File: config.mk
export PLATFORM = sky130hd
export DESIGN_NAME = rf_arbiter_flat
export DESIGN_NICKNAME = d
export VERILOG_FILES = /design/src/rtl/rf_arb_pkg.sv /design/src/rtl/rf_arbiter_if.sv /design/src/rtl/rf_rr_picker.sv /design/src/rtl/rf_arbiter.sv /design/src/flat_wrapper.sv
export SDC_FILE = /design/constraint.sdc
export NUM_CORES = 1
export LEC_CHECK = 0
export CELL_PAD_IN_SITES_DETAIL_PLACEMENT = 1
export CELL_PAD_IN_SITES_GLOBAL_PLACEMENT = 1
export CORE_MARGIN = 3
export CORE_UTILIZATION = 27
export CTS_CLUSTER_SIZE = 25
export DETAILED_ROUTE_END_ITERATION = 6
export GPL_TIMING_DRIVEN = 1
export PLACE_DENSITY = 0.84
export SLEW_MARGIN = 20
export SYNTH_ARGS = -nofsm -noshare
export SYNTH_HDL_FRONTEND = slang
export SYNTH_SLANG_ARGS = --single-unit
export TNS_END_PERCENT = 100
File: constraint.sdc
create_clock -name clk -period 1.7 [get_ports clk]
set_input_delay 0.51 -clock clk [delete_from_list [all_inputs] [get_ports clk]]
set_output_delay 0.51 -clock clk [all_outputs]
set_load 0.01 [all_outputs]
File: src/rtl/rf_arb_pkg.sv
`default_nettype none
// ============================================================================
//  Module      : rf_arb_pkg
//  Description : Shared types and constants for the two-client register-file
//                arbiter: FSM state encoding, client indices, default widths.
//  Revision    : 1.0 - initial release
// ============================================================================
package rf_arb_pkg;

    localparam int DEF_DATA_W = 32;
    localparam int DEF_ADDR_W = 3;

    localparam logic CLI0 = 1'b0;
    localparam logic CLI1 = 1'b1;

    typedef enum logic [0:0] {
        ST_IDLE   = 1'b0,
        ST_ACCESS = 1'b1
    } state_t;

endpackage
`default_nettype wire

File: src/rtl/rf_arbiter_if.sv
`default_nettype none
// ============================================================================
//  Module      : rf_arbiter_if
//  Description : Bundles both client handshakes and the register-file port
//                of the arbiter. master = client/regfile side, slave = arbiter.
//  Revision    : 1.0 - initial release
// ============================================================================
interface rf_arbiter_if #(
    parameter int DATA_W = rf_arb_pkg::DEF_DATA_W,
    parameter int ADDR_W = rf_arb_pkg::DEF_ADDR_W
);
    // client 0
    logic              req0;
    logic              we0;
    logic [ADDR_W-1:0] addr0;
    logic [DATA_W-1:0] wdata0;
    logic              ack0;
    logic [DATA_W-1:0] rdata0;
    // client 1
    logic              req1;
    logic              we1;
    logic [ADDR_W-1:0] addr1;
    logic [DATA_W-1:0] wdata1;
    logic              ack1;
    logic [DATA_W-1:0] rdata1;
    // register file port
    logic              rf_we;
    logic [ADDR_W-1:0] rf_wAddr;
    logic [DATA_W-1:0] rf_wData;
    logic [ADDR_W-1:0] rf_rAddr;
    logic [DATA_W-1:0] rf_rData;

    modport master (
        output req0, we0, addr0, wdata0,
        output req1, we1, addr1, wdata1,
        output rf_rData,
        input  ack0, rdata0, ack1, rdata1,
        input  rf_we, rf_wAddr, rf_wData, rf_rAddr
    );

    modport slave (
        input  req0, we0, addr0, wdata0,
        input  req1, we1, addr1, wdata1,
        input  rf_rData,
        output ack0, rdata0, ack1, rdata1,
        output rf_we, rf_wAddr, rf_wData, rf_rAddr
    );

endinterface
`default_nettype wire

File: src/rtl/rf_rr_picker.sv
`default_nettype none
// ============================================================================
//  Module      : rf_rr_picker
//  Description : Combinational two-way round-robin pick. A lone eligible
//                client wins; on a tie the client not granted last wins.
//  Revision    : 1.0 - initial release
// ============================================================================
module rf_rr_picker
    import rf_arb_pkg::*;
(
    input  logic [1:0] eligible,
    input  logic       last_gnt,
    output logic       valid,
    output logic       winner
);

    // Select the winner from the eligible set and the previous grant
    always_comb begin
        valid  = |eligible;
        winner = CLI0;
        case (eligible)
            2'b01:   winner = CLI0;
            2'b10:   winner = CLI1;
            2'b11:   winner = ~last_gnt;
            default: winner = CLI0;
        endcase
    end

endmodule
`default_nettype wire

File: src/rtl/rf_arbiter.sv
`default_nettype none
// ============================================================================
//  Module      : rf_arbiter
//  Description : Two-client round-robin arbiter in front of a single-write,
//                combinational-read register file. One transaction per two
//                cycles: grant edge, one ACCESS cycle, ack pulse.
//  Revision    : 1.0 - initial release
// ============================================================================
module rf_arbiter
    import rf_arb_pkg::*;
#(
    parameter int DATA_W = DEF_DATA_W,
    parameter int ADDR_W = DEF_ADDR_W
) (
    input  logic          clk,
    input  logic          reset,
    rf_arbiter_if.slave   bus
);

    state_t            r_state;
    logic              r_last_gnt;
    logic              r_gnt;
    logic              r_ack0;
    logic              r_ack1;
    logic [DATA_W-1:0] r_rdata0;
    logic [DATA_W-1:0] r_rdata1;
    // The rf drive registers double as the latched command of the winner:
    // they load on the grant edge and hold afterwards, so nothing on the rf
    // port moves outside an access.
    logic              r_rf_we;
    logic [ADDR_W-1:0] r_rf_addr;
    logic [DATA_W-1:0] r_rf_wdata;

    logic [1:0]        w_eligible;
    logic              w_valid;
    logic              w_winner;

    // A client acked this cycle is masked so its still-held req is not re-granted
    assign w_eligible = {bus.req1 & ~r_ack1, bus.req0 & ~r_ack0};

    rf_rr_picker u_picker (
        .eligible (w_eligible),
        .last_gnt (r_last_gnt),
        .valid    (w_valid),
        .winner   (w_winner)
    );

    // Arbitration FSM with registered handshake and rf outputs
    always_ff @(posedge clk) begin
        if (reset) begin
            r_state    <= ST_IDLE;
            r_last_gnt <= CLI1;
            r_gnt      <= CLI0;
            r_ack0     <= 1'b0;
            r_ack1     <= 1'b0;
            r_rdata0   <= '0;
            r_rdata1   <= '0;
            r_rf_we    <= 1'b0;
            r_rf_addr  <= '0;
            r_rf_wdata <= '0;
        end else begin
            r_ack0 <= 1'b0;
            r_ack1 <= 1'b0;
            case (r_state)
                ST_IDLE: begin
                    if (w_valid) begin
                        r_gnt      <= w_winner;
                        r_last_gnt <= w_winner;
                        r_rf_we    <= (w_winner == CLI1) ? bus.we1    : bus.we0;
                        r_rf_addr  <= (w_winner == CLI1) ? bus.addr1  : bus.addr0;
                        r_rf_wdata <= (w_winner == CLI1) ? bus.wdata1 : bus.wdata0;
                        r_state    <= ST_ACCESS;
                    end
                end
                ST_ACCESS: begin
                    // Write commits in the register file at this same edge
                    r_rf_we <= 1'b0;
                    if (!r_rf_we) begin
                        if (r_gnt == CLI1) r_rdata1 <= bus.rf_rData;
                        else               r_rdata0 <= bus.rf_rData;
                    end
                    if (r_gnt == CLI1) r_ack1 <= 1'b1;
                    else               r_ack0 <= 1'b1;
                    r_state <= ST_IDLE;
                end
                default: r_state <= ST_IDLE;
            endcase
        end
    end

    // Reset arriving during an access must kill the write in that same cycle
    assign bus.rf_we    = r_rf_we & ~reset;
    assign bus.rf_wAddr = r_rf_addr;
    assign bus.rf_rAddr = r_rf_addr;
    assign bus.rf_wData = r_rf_wdata;
    assign bus.ack0     = r_ack0;
    assign bus.ack1     = r_ack1;
    assign bus.rdata0   = r_rdata0;
    assign bus.rdata1   = r_rdata1;

endmodule
`default_nettype wire
File: src/flat_wrapper.sv
// flat-port wrapper written by rule: the top's interface ports become plain ports
module rf_arbiter_flat import rf_arb_pkg::*;
#(
    parameter int DATA_W = DEF_DATA_W,
    parameter int ADDR_W = DEF_ADDR_W
)
  (clk, reset, bus_req0, bus_we0, bus_addr0, bus_wdata0, bus_req1, bus_we1, bus_addr1, bus_wdata1, bus_rf_rData, bus_ack0, bus_rdata0, bus_ack1, bus_rdata1, bus_rf_we, bus_rf_wAddr, bus_rf_wData, bus_rf_rAddr);
  rf_arbiter_if #(.DATA_W(DATA_W), .ADDR_W(ADDR_W)) bus_i ();
  input  logic clk;
  input  logic reset;
  input wire logic [$bits(bus_i.req0)-1:0] bus_req0;
  input wire logic [$bits(bus_i.we0)-1:0] bus_we0;
  input wire logic [$bits(bus_i.addr0)-1:0] bus_addr0;
  input wire logic [$bits(bus_i.wdata0)-1:0] bus_wdata0;
  input wire logic [$bits(bus_i.req1)-1:0] bus_req1;
  input wire logic [$bits(bus_i.we1)-1:0] bus_we1;
  input wire logic [$bits(bus_i.addr1)-1:0] bus_addr1;
  input wire logic [$bits(bus_i.wdata1)-1:0] bus_wdata1;
  input wire logic [$bits(bus_i.rf_rData)-1:0] bus_rf_rData;
  output wire logic [$bits(bus_i.ack0)-1:0] bus_ack0;
  output wire logic [$bits(bus_i.rdata0)-1:0] bus_rdata0;
  output wire logic [$bits(bus_i.ack1)-1:0] bus_ack1;
  output wire logic [$bits(bus_i.rdata1)-1:0] bus_rdata1;
  output wire logic [$bits(bus_i.rf_we)-1:0] bus_rf_we;
  output wire logic [$bits(bus_i.rf_wAddr)-1:0] bus_rf_wAddr;
  output wire logic [$bits(bus_i.rf_wData)-1:0] bus_rf_wData;
  output wire logic [$bits(bus_i.rf_rAddr)-1:0] bus_rf_rAddr;
  assign bus_i.req0 = bus_req0;
  assign bus_i.we0 = bus_we0;
  assign bus_i.addr0 = bus_addr0;
  assign bus_i.wdata0 = bus_wdata0;
  assign bus_i.req1 = bus_req1;
  assign bus_i.we1 = bus_we1;
  assign bus_i.addr1 = bus_addr1;
  assign bus_i.wdata1 = bus_wdata1;
  assign bus_i.rf_rData = bus_rf_rData;
  assign bus_ack0 = bus_i.ack0;
  assign bus_rdata0 = bus_i.rdata0;
  assign bus_ack1 = bus_i.ack1;
  assign bus_rdata1 = bus_i.rdata1;
  assign bus_rf_we = bus_i.rf_we;
  assign bus_rf_wAddr = bus_i.rf_wAddr;
  assign bus_rf_wData = bus_i.rf_wData;
  assign bus_rf_rAddr = bus_i.rf_rAddr;
  rf_arbiter #(.DATA_W(DATA_W), .ADDR_W(ADDR_W)) u_core (.clk(clk), .reset(reset), .bus(bus_i));
endmodule
# Yosys cells after proc, flatten, opt, wreduce, memory -nomap -nowiden
# Cells that the tools add are included.
dict set report word_totals {
  ff_bits 105
  inputBits 108
  out_inout_bits 105
}
dict set report op_classes {
  eq_ne 3
  muxes 10
  n_bitwise 10
  n_reduce_logical 5
}
# op n
set ops {}
lappend ops {{two-way mux 32 bit} 1}
lappend ops {{inverter 1 bit} 7}
lappend ops {{case mux 1 bit (2 select lines)} 3}
lappend ops {{AND reduction 3 bit} 2}
lappend ops {{two-way mux 1 bit} 5}
lappend ops {{== test 2 bit (second input constant)} 2}
lappend ops {{OR reduction 2 bit} 2}
lappend ops {{bitwise AND 1 bit} 3}
lappend ops {{two-way mux 3 bit} 1}
lappend ops {{!= test 2 bit (second input constant)} 1}
lappend ops {{AND reduction 2 bit} 1}

# Depth between registers and ports, before layout
# Gate-level depths: netlist of the first run.
dict set report depth {
  depth_word 7
  mapped_depth 6
  mapped_depth_nobuf 4
}

# Modules after synthesis
# Synthesis of the first run repeated with hierarchy kept, for this count alone.
dict set report unflattened {
  cells_unflattened 465
  area_unflattened_um2 4013.8
}
# module area_per_inst_um2 cells_per_inst instances seq_area_each_um2
set by_module_without_submodules {}
lappend by_module_without_submodules {rf_arbiter 4000.1 463 1 2102.0}
lappend by_module_without_submodules {rf_rr_picker 13.8 2 1 0.0}

# Worst setup path before layout of the first run
# Ideal clock, no wire load.
dict set report synth_path {
  kind {input to output}
  start {input reset}
  end {output bus_rf_we}
  setup_slack_ns 0.123
  n_path_buf 2
  required_time_ns 1.190
  stages 3
  arrival_ns 1.067
  cell_sequence {clkbuf_1 -> clkbuf_1 -> nor2b_1}
}
dict set report synth_via {
  elab_chain_cells 2
}
# item line_no
set synth_rtl {}
lappend synth_rtl {{start, declared} flat_wrapper.sv:10} ;# input logic reset;
lappend synth_rtl {{inverter 1 bit} rf_arbiter.sv:92} ;# assign bus.rf_we = r_rf_we & ~reset;
lappend synth_rtl {{bitwise AND 1 bit} rf_arbiter.sv:92}
lappend synth_rtl {{end, declared} flat_wrapper.sv:24} ;# output wire logic [$bits(bus_i.rf_we)-1:0] bus_rf_we;
# Every way passes these cells.

# Final worst setup path of the first run
dict set report layout_path {
  start {register u_core.r_rf_we}
  end {output bus_rf_we}
}
dict set report layout_via {
  elab_chain_cells 1
}
# item line_no
set layout_rtl {}
lappend layout_rtl {{start, declared} rf_arbiter.sv:30} ;# logic r_rf_we;
lappend layout_rtl {{start signal, assigned} rf_arbiter.sv:69} ;# r_rf_we <= (w_winner == CLI1) ? bus.we1 : bus.we0;
lappend layout_rtl {{bitwise AND 1 bit} rf_arbiter.sv:92}
# Every way passes these cells.

==> metrics.md, run 1 <==
| Metric | Value |
|---|---|
| Status | `completed` |
| Endpoints failing hold | `0` |
| RSZ-0062 raised after global routing | `no` |
| PnR worst setup slack | `0.114 ns` |
| Worst skew pair latency | `0.34 ns` |
| Arrival @ worst endpoint | `1.08 ns` |
| Root buffer cell | `clkbuf_16` |
| Achievable Freq | `0.630 GHz` |
| CP max FO | `2` |
| Critical Path RT | `1.19 ns` |
| Critical-path cell list | `nor2b_1, dlygate4sd2_1` |
| Vert. Die Dim | `128 um` |
| Largest area contributor in the netlist | `dfxtp_1` |
| Vias in the first global route | `4,363` |
| Worst r2r src | `u_core.bus.ack0` |
| Mapped Cells | `507` |
| Commonest non-fill, non-tap cell in the layout | `nand2_1` |
| Htree depth | `3` |
| Peak VDD IR | `0.430 mV` |
| R2R Setup Slk | `0.14 ns` |
| Routability cong. | `0.748` |
| WL per Instance | `18.0 um` |
| Area contributors post-synth | `dfxtp_1 52%, nand2_1 19%, a21oi_1 8.1%` |
| Final HPWL DP | `10.6 mm` |
| Cell row count | `44` |
| Register bit total from synthesis | `105` |
| Internal power | `4.35 mW` |
| First-pass DRT Iterations | `4` |
| Most frequent cells in the layout | `201 x nand2_1, 105 x dlygate4sd2_1, 105 x dfxtp_1` |
| Hold wc startpoint | `u_core.bus.rdata1[31]` |
| Die area | `16,400 sq um` |
| Initial Util | `0.276` |
| Clk sinks | `105` |
| Leak Pwr | `2.97 nW` |
| Slowest-stage cell, CP | `dfxtp_1` |
| Clock skew | `0.00326 ns` |
| IO Port Bufs | `212` |
| Netlist cell types | `22` |
| Worst rel slew slack | `0.738` |
| Clock slew at reported path FFs | `0.07 ns` |
| Mapped Nets | `615` |
| Dpl cells | `874` |
| Sw Share | `0.283` |
| WS Path Type | `flip-flop to output port` |
| Finished Cell Area | `6760 sq um` |
| Via/cell ratio | `4.86` |
| GRT Util Overall | `0.172` |
| Setup tns final | `0 ns` |
| Worst Hold Class | `flip-flop to flip-flop` |
| Fill count | `1,725` |
| WL final | `16.2 mm` |
| Largest net degree at the start of global routing | `75` |
| Synth Area per Inst | `7.94 sq um` |
| ANT cells | `0` |
| Tcrit/Tclk final | `0.933` |
| Nets | `821` |
| Gate power share | `0.221` |
| Initial antenna violation count | `0` |
| Mapped Area | `4030 sq um` |
| DRC violations left | `0` |
| Hold endpoint | `u_core.bus.rdata1[31]` |
| P_sw | `1.72 mW` |
| PD cells | `897 nW/um^2` |
| Post-route non-filler standard cell count | `902` |
| Final slew viol count | `0` |
| Detail Route Antenna Nets | `0` |
| Ports | `213` |
| Share of Yosys cell area claimed by the top area cell type | `0.522` |
| Crit path capture type | `output port` |
| Die width | `128 um` |
| Clock power frac | `0.330` |
| R2r worst-path depth | `6` |
| CTS hold repair buffers | `0` |
| Min cycle time layout | `1.59 ns` |
| Maximum root-to-sink buffer count | `2` |
| Core ar. | `14,600 sq um` |
| Largest stage delay, worst path | `0.33 ns` |
| Initial DRC count | `163` |
| Sequential fraction of design power | `0.449` |
| FF-to-FF End | `u_core.bus.rf_wData[27]` |
| Cells on Worst Hold Path | `2` |
| Share of post-route cells with drive strength above 1 | `0.0766` |
| Finish-stage setup viols | `0` |
| Maxcap violations | `0` |
| Startpoint types | `flip-flop` |
| DR vias | `4,383` |
| Ys Warns | `0` |
| Layout area overhead | `67.9%` |
| CTS tree | `built` |
| GR Overflow Total | `0` |
| Placement Cell Area | `6340 sq um` |
| Place WS | `-0.373 ns` |
| CTS Buf Count | `9` |
| First-pass GRT wire length | `22.6 mm` |
| Worst Tran Pin Value | `0.393 ns` |
| Post-synthesis sequential area ratio | `0.522` |
| Total power | `6.07 mW` |
[cell families after synthesis]
kind of cell    after synthesis  synth area share
simple gates                251             0.249
compound gates              106             0.167
flops                       105             0.522
buf+inv                      45            0.0615
[stage by stage]
| step | utilization | hold WS (ns) |
|---|---|---|
| global route | 0.464 | 0.476 |
| detailed placement | 0.435 | 0.447 |
| floorplan | - | 0.439 |
| global placement | 0.435 | 0.441 |
| finish | 0.464 | 0.449 |
| CTS | 0.445 | 0.455 |
[cell usage after synthesis, drive strengths merged]
cell type / instances
nand3b: 2
a31oi: 1
a21oi: 66
or3b: 1
o21ai: 2
buf: 28
nand2: 201
nand2b: 3
dfxtp: 105
nor3b: 2
a2bb2oi: 1
nor2: 38
nor2b: 2
a311oi: 35
a21o: 1
clkbuf: 17
and3b: 2
[how the worst max path moves through the flow]
stage | from | to | slack (ns) | cells past startpoint
floorplan | reset | bus_rf_we | 0.12 | 3
global placement | bus_req0 | u_core.bus.rf_wData[20] | -0.24 | 6
detailed placement | bus_req0 | u_core.bus.rf_wData[28] | -0.37 | 6
CTS | bus_req0 | u_core.bus.rf_wData[28] | -0.01 | 6
global route | u_core.r_rf_we | bus_rf_we | 0.07 | 2
finish | u_core.r_rf_we | bus_rf_we | 0.11 | 2
[power by group through the flow]
stage / sequential [mW] / clock (mW) / combinational [mW]
after floorplan: 2.84 / 0 / 0.464
after global placement: 2.77 / 0 / 1.25
after detailed placement: 2.78 / 0 / 1.28
after CTS: 2.72 / 2.06 / 1.18
after global routing: 2.75 / 2.19 / 1.44
final: 2.73 / 2.00 / 1.34
[worst max-delay path, delay by kind of cell, from the launching register on]
kind,cells,cell delay [ns]
buffers and inverters,1,0.28
flip-flops,1,0.33
AND/OR/NAND/NOR,1,0.13
[final cells by class]
| cell class | instances | area, sq um | share of cell area |
|---|---|---|---|
| well taps | 184 | 230 | 0.0340 |
| repair buffers | 240 | 2420 | 0.358 |
| clock inverters | 6 | 42.5 | 0.00629 |
| clock buffers | 10 | 239 | 0.0353 |
| flip-flops and latches | 105 | 2100 | 0.311 |
| multi-input cells | 357 | 1730 | 0.255 |
[registers in the layout, indices dropped and copies added (netlist names)]
signal / count
u_core.r_gnt: 1
u_core.bus.rdata0: 32
u_core.bus.ack0: 1
u_core.bus.rdata1: 32
u_core.r_state: 1
u_core.r_last_gnt: 1
u_core.bus.ack1: 1
u_core.bus.rf_rAddr: 3
u_core.bus.rf_wData: 32
u_core.r_rf_we: 1
[repair_timing]
action	CTS	global route
buffers inserted	0	4
cloned	0	8
setup endpoints to repair	107	25
gates resized for setup	105	10
pin swaps	0	1
[per-layer routing]
layer | share of wire | GRT usage
met5 | 0 | 0
met4 | 0.012 | 0.0387
met3 | 0.095 | 0.0771
met2 | 0.50 | 0.294
met1 | 0.40 | 0.198
(Power assumes the default switching activity.)
==> run 2: changes to the inputs <==
SKIP_LAST_GASP = 1   (was unset)
==> run 2 against run 1 <==
  * Worst setup slack got worse by 0.15 ns
  * Highest routed layer unchanged
  * The run now ends with setup timing left
  * Cell count is the same
  * Flip-flop and latch count unchanged
  * Critical path type is now input pin to flip-flop
  * Largest power group unchanged
  * Worst hold slack about the same
==> metrics.md, run 2 (same netlist as run 1, synthesis figures left out) <==
| Metric | Value |
|---|---|
| Fill count | `1,724` |
| Arrival @ worst endpoint | `1.97 ns` |
| Initial DRC count | `168` |
| PD cells | `898 nW/um^2` |
| ANT cells | `0` |
| Clock slew at reported path FFs | `0.07 ns` |
| Final HPWL DP | `10.6 mm` |
| Core ar. | `14,600 sq um` |
| WL final | `16.2 mm` |
| Worst Tran Pin Value | `0.387 ns` |
| Die width | `128 um` |
| Critical path depth | `7` |
| Min cycle time layout | `1.74 ns` |
| WS Path Type | `input pin to flip-flop` |
| Nets | `821` |
| Failing checks | `setup timing` |
| Worst skew pair latency | `0.34 ns` |
| Cells on Worst Hold Path | `2` |
| Worst r2r src | `u_core.bus.ack0` |
| CTS Buf Count | `9` |
| Peak VDD IR | `0.433 mV` |
| Worst rel slew slack | `0.742` |
| Finish-stage setup viols | `4` |
| Via/cell ratio | `4.86` |
| Total power | `6.07 mW` |
| Critical Path Sink | `u_core.bus.rf_wData[27]` |
| Startpoint types | `input pin` |
| Root buffer cell | `clkbuf_16` |
| RSZ-0062 raised after global routing | `yes` |
| First-pass DRT Iterations | `4` |
| Status | `complete, but fails checks` |
| Leak Pwr | `2.96 nW` |
| WL per Instance | `18.0 um` |
| R2R Setup Slk | `0.15 ns` |
| GR Overflow Total | `0` |
| Die area | `16,400 sq um` |
| FF-to-FF End | `u_core.bus.rf_wData[27]` |
| R2r worst-path depth | `6` |
| Fin Hold WS | `0.450 ns` |
| IO Port Bufs | `212` |
| Endpoints failing hold | `0` |
| Largest stage delay, worst path | `0.51 ns` |
| CP Launch Point | `bus_req1` |
| Tcrit/Tclk final | `1.02` |
| Share of post-route cells with drive strength above 1 | `0.0766` |
| Routability cong. | `0.748` |
| Clock skew | `0.00371 ns` |
| Maxcap violations | `0` |
| Achievable Freq | `0.576 GHz` |
| Detail Route Antenna Nets | `0` |
| DR vias | `4,380` |
| Htree depth | `3` |
| Vias in the first global route | `4,363` |
| Layout area overhead | `67.9%` |
| Maximum root-to-sink buffer count | `2` |
| Largest net degree at the start of global routing | `75` |
| Critical-path cell list | `clkdlybuf4s50_1, nand2b_4, a21oi_4, buf_4, buf_6, nor2_1, a311oi_1` |
| Worst Hold Class | `flip-flop to flip-flop` |
| DRC violations left | `0` |
| Buffer and inverter count on the worst path | `3` |
| Initial Util | `0.276` |
| Commonest non-fill, non-tap cell in the layout | `nand2_1` |
| Initial antenna violation count | `0` |
| Cell row count | `44` |
| First-pass GRT wire length | `22.6 mm` |
| PnR worst setup slack | `-0.0350 ns` |
| CP max FO | `12` |
| Clk sinks | `105` |
| Vert. Die Dim | `128 um` |
| GRT Util Overall | `0.172` |
| Crit path max-delay family | `buffers and inverters` |
| CTS tree | `built` |
| Critical Path RT | `1.94 ns` |
| Slowest-stage cell, CP | `clkdlybuf4s50_1` |
| Final slew viol count | `0` |
| Ports | `213` |
| Most frequent cells in the layout | `201 x nand2_1, 105 x clkdlybuf4s50_1, 105 x dlygate4sd2_1, 105 x dfxtp_1, 65 x a21oi_1` |
| Crit path capture type | `flip-flop` |
| CTS hold repair buffers | `0` |
==> run 2: what timing repair did <==
action                     CTS  global route
setup endpoints to repair  107            25
pin swaps                    0             1
hold endpoints to repair     0             0
setup buffers                0             4
cloned                       0             8
resized for setup          105             9
==> run 2: worst min-delay path by stage <==
stage	slack [ns]	to	startpoint
after floorplan	0.44	u_core.r_last_gnt	u_core.r_last_gnt
after global placement	0.44	u_core.bus.rdata0[21]	u_core.bus.rdata0[21]
after detailed placement	0.45	u_core.bus.rdata1[31]	u_core.bus.rdata1[31]
after CTS	0.45	u_core.bus.rdata1[31]	u_core.bus.rdata1[31]
after global routing	0.48	u_core.bus.rdata0[20]	u_core.bus.rdata0[20]
final	0.45	u_core.bus.rdata1[31]	u_core.bus.rdata1[31]
==> run 2: area by class of cell <==
cell class                 instances  area (sq um)  area share
timing repair buffer             240          2420       0.358
sequential                       105          2100       0.311
multi-input combinational        357          1730       0.255
clock buffer                      10           239      0.0353
tap                              184           230      0.0340
clock inverter                     6          42.5     0.00629
==> run 2: where the power goes <==
group	switching (mW)	internal, mW	leakage [nW]
sequential	0.0998	2.63	0.860
clock	0.968	1.04	0.135
combinational	0.654	0.689	1.97
==> run 2: metal layers <==
metal	up-vias	wire, um	track usage
li1	2090	-	-
met5	-	0	0
met2	183	8080	0.294
met1	2093	6380	0.198
met3	14	1570	0.0771
met4	0	194	0.0387
==> run 2: through the flow <==
step	std cells	setup slack (ns)	cell area, sq um	TNS, ns	util
6_report	902	-0.0350	6760	-0.0414	0.463
3_3_place_gp	874	-0.245	6340	-8.40	0.435
5_1_grt	902	-0.112	6760	-0.581	0.463
2_1_floorplan	507	0.123	4030	0	-
3_5_place_dp	874	-0.373	6340	-10.88	0.435
4_1_cts	890	-0.0121	6490	-0.0217	0.445
==> run 2: worst min-delay path, delay by kind of cell, from the launching register on <==
family	cells	cell delay (ns)
AOI/OAI and AO/OA	1	0.05
DFF	1	0.31
and+or+nand+nor	1	0.05
==> run 3: changes to the inputs <==
GPL_TIMING_DRIVEN = 0   (was 1)
SETUP_SLACK_MARGIN = 0.05   (was unset)
==> run 3 against run 2 <==
  * The run now ends clean
  * Critical path depth down 3
  * Largest cell class unchanged
  * Register-to-register slack gained 0.05 ns
  * Flip-flop and latch count unchanged
  * Worst hold slack improved by 0.0043 ns
  * Clock skew grew 0.0063 ns
  * Design area is 2.5% lower
  * Wire length decreased by 2.4%
  * Global-route usage increased by 2.2 points
  * Fmax increased by 6.0%
  * Largest power group unchanged
  * Total power is 1.4% lower
  * Die area unchanged
==> metrics.md, run 3 (same netlist as run 1, synthesis figures left out) <==
| Metric | Value |
|---|---|
| Initial DRC count | `149` |
| P_sw | `1.59 mW` |
| Hold wc startpoint | `u_core.bus.rdata1[0]` |
| CTS hold repair buffers | `0` |
| Worst r2r src | `u_core.r_state` |
| Critical Path RT | `1.19 ns` |
| Placement Cell Area | `6370 sq um` |
| CTS Buf Count | `9` |
| Finish-stage setup viols | `0` |
| Leak Pwr | `2.90 nW` |
| CP max FO | `10` |
| PD cells | `908 nW/um^2` |
| Core ar. | `14,600 sq um` |
| Fin Hold WS | `0.454 ns` |
| DR vias | `4,424` |
| Largest net degree at the start of global routing | `16` |
| Maximum root-to-sink buffer count | `2` |
| Tcrit/Tclk final | `0.963` |
| Vert. Die Dim | `128 um` |
| Initial Util | `0.276` |
| PnR worst setup slack | `0.0625 ns` |
| First-pass DRT Iterations | `4` |
| Root buffer cell | `clkbuf_16` |
| Ports | `213` |
| Clk sinks | `105` |
| Clock skew | `0.0100 ns` |
| GR Overflow Total | `0` |
| Final slew viol count | `0` |
| Vias in the first global route | `4,759` |
| Detail Route Antenna Nets | `0` |
| Htree depth | `3` |
| Worst rel slew slack | `0.604` |
| Cells on Worst Hold Path | `2` |
| ANT cells | `0` |
| Startpoint types | `input pin` |
| Hold endpoint | `u_core.bus.rdata1[0]` |
| Crit path capture type | `output port` |
| Min cycle time layout | `1.64 ns` |
| CTS tree | `built` |
| Arrival @ worst endpoint | `1.13 ns` |
| Maxcap violations | `0` |
| RSZ-0062 raised after global routing | `yes` |
| Via/cell ratio | `4.82` |
| Routability cong. | `0.803` |
| Endpoints failing hold | `0` |
| Die area | `16,400 sq um` |
| Layout area overhead | `63.7%` |
| Status | `completed` |
| Sequential fraction of design power | `0.455` |
| Internal power | `4.39 mW` |
| R2R Setup Slk | `0.20 ns` |
| Most frequent cells in the layout | `201 x nand2_1, 106 x dlygate4sd2_1, 105 x dfxtp_1` |
| Initial antenna violation count | `0` |
| Gate power share | `0.204` |
| IO Port Bufs | `211` |
| Sw Share | `0.266` |
| Share of post-route cells with drive strength above 1 | `0.0778` |
| Achievable Freq | `0.611 GHz` |
| WL final | `15.8 mm` |
| Worst Hold Class | `flip-flop to flip-flop` |
| Nets | `838` |
| Finished Cell Area | `6590 sq um` |
| Clock slew at reported path FFs | `0.07 ns` |
| Cell row count | `44` |
| WS Path Type | `input pin to output port` |
| Die width | `128 um` |
| WL per Instance | `17.3 um` |
| Worst Tran Pin Value | `0.594 ns` |
| Peak VDD IR | `0.477 mV` |
| Final HPWL DP | `12.7 mm` |
| DRC violations left | `0` |
| Place WS | `-0.882 ns` |
| First-pass GRT wire length | `25.0 mm` |
| Util after Layout | `0.452` |
| Commonest non-fill, non-tap cell in the layout | `nand2_1` |
| Worst skew pair latency | `0.35 ns` |
| FF-to-FF End | `u_core.bus.rdata0[14]` |
| Setup tns final | `0 ns` |
| GRT Util Overall | `0.193` |
| Clock power frac | `0.342` |
| R2r worst-path depth | `5` |
[run 3: cell type report]
type,instances,area [sq um]
fill,1744,8000
multi-input combinational,357,1720
sequential,105,2100
tap,184,230
clock buffer,11,243
buffer,45,278
timing repair buffer,212,1980
clock inverter,3,42.5
[run 3: worst max-delay path, cell delays in order]
cell,delay [ns]
buf_2,0.17
buf_8,0.17
nor2b_1,0.13
clkbuf_2,0.15
[run 3: worst max-delay path by stage]
stage / slack, ns / to / start
finish: 0.06 / bus_rf_we / reset
global route: 0.003 / u_core.bus.rdata0[15] / u_core.r_state
floorplan: 0.12 / bus_rf_we / reset
global placement: -0.90 / bus_rf_we / reset
CTS: -0.17 / bus_rf_we / reset
detailed placement: -0.88 / bus_rf_we / reset
[run 3: repair_timing]
action                     CTS  global route
buffers inserted             1             0
resized for setup          118            12
pin swaps                    1             1
setup endpoints to repair  172            16
[run 3: power groups by stage]
stage	Combinational (mW)	Clock (mW)	Sequential, mW
after detailed placement	1.31	0	2.78
final	1.22	2.05	2.72
after floorplan	0.464	0	2.84
after global placement	1.27	0	2.77
after CTS	1.22	2.10	2.72
after global routing	1.34	2.21	2.74
[run 3: routing by layer]
layer / wire (um) / global-route usage / part of all wire / up-vias
met2: 7840 / 0.348 / 0.50 / 177
li1: - / - / - / 2125
met5: 0 / 0 / 0 / -
met4: 294 / 0.0662 / 0.019 / 0
met3: 1470 / 0.0679 / 0.093 / 21
met1: 6230 / 0.211 / 0.39 / 2101
[run 3: stage by stage]
| step | instances | power [mW] |
|---|---|---|
| after global routing | 917 | 6.29 |
| after CTS | 917 | 6.05 |
| after floorplan | 507 | 3.30 |
| after global placement | 902 | 4.04 |
| final | 917 | 5.99 |
| after detailed placement | 902 | 4.09 |
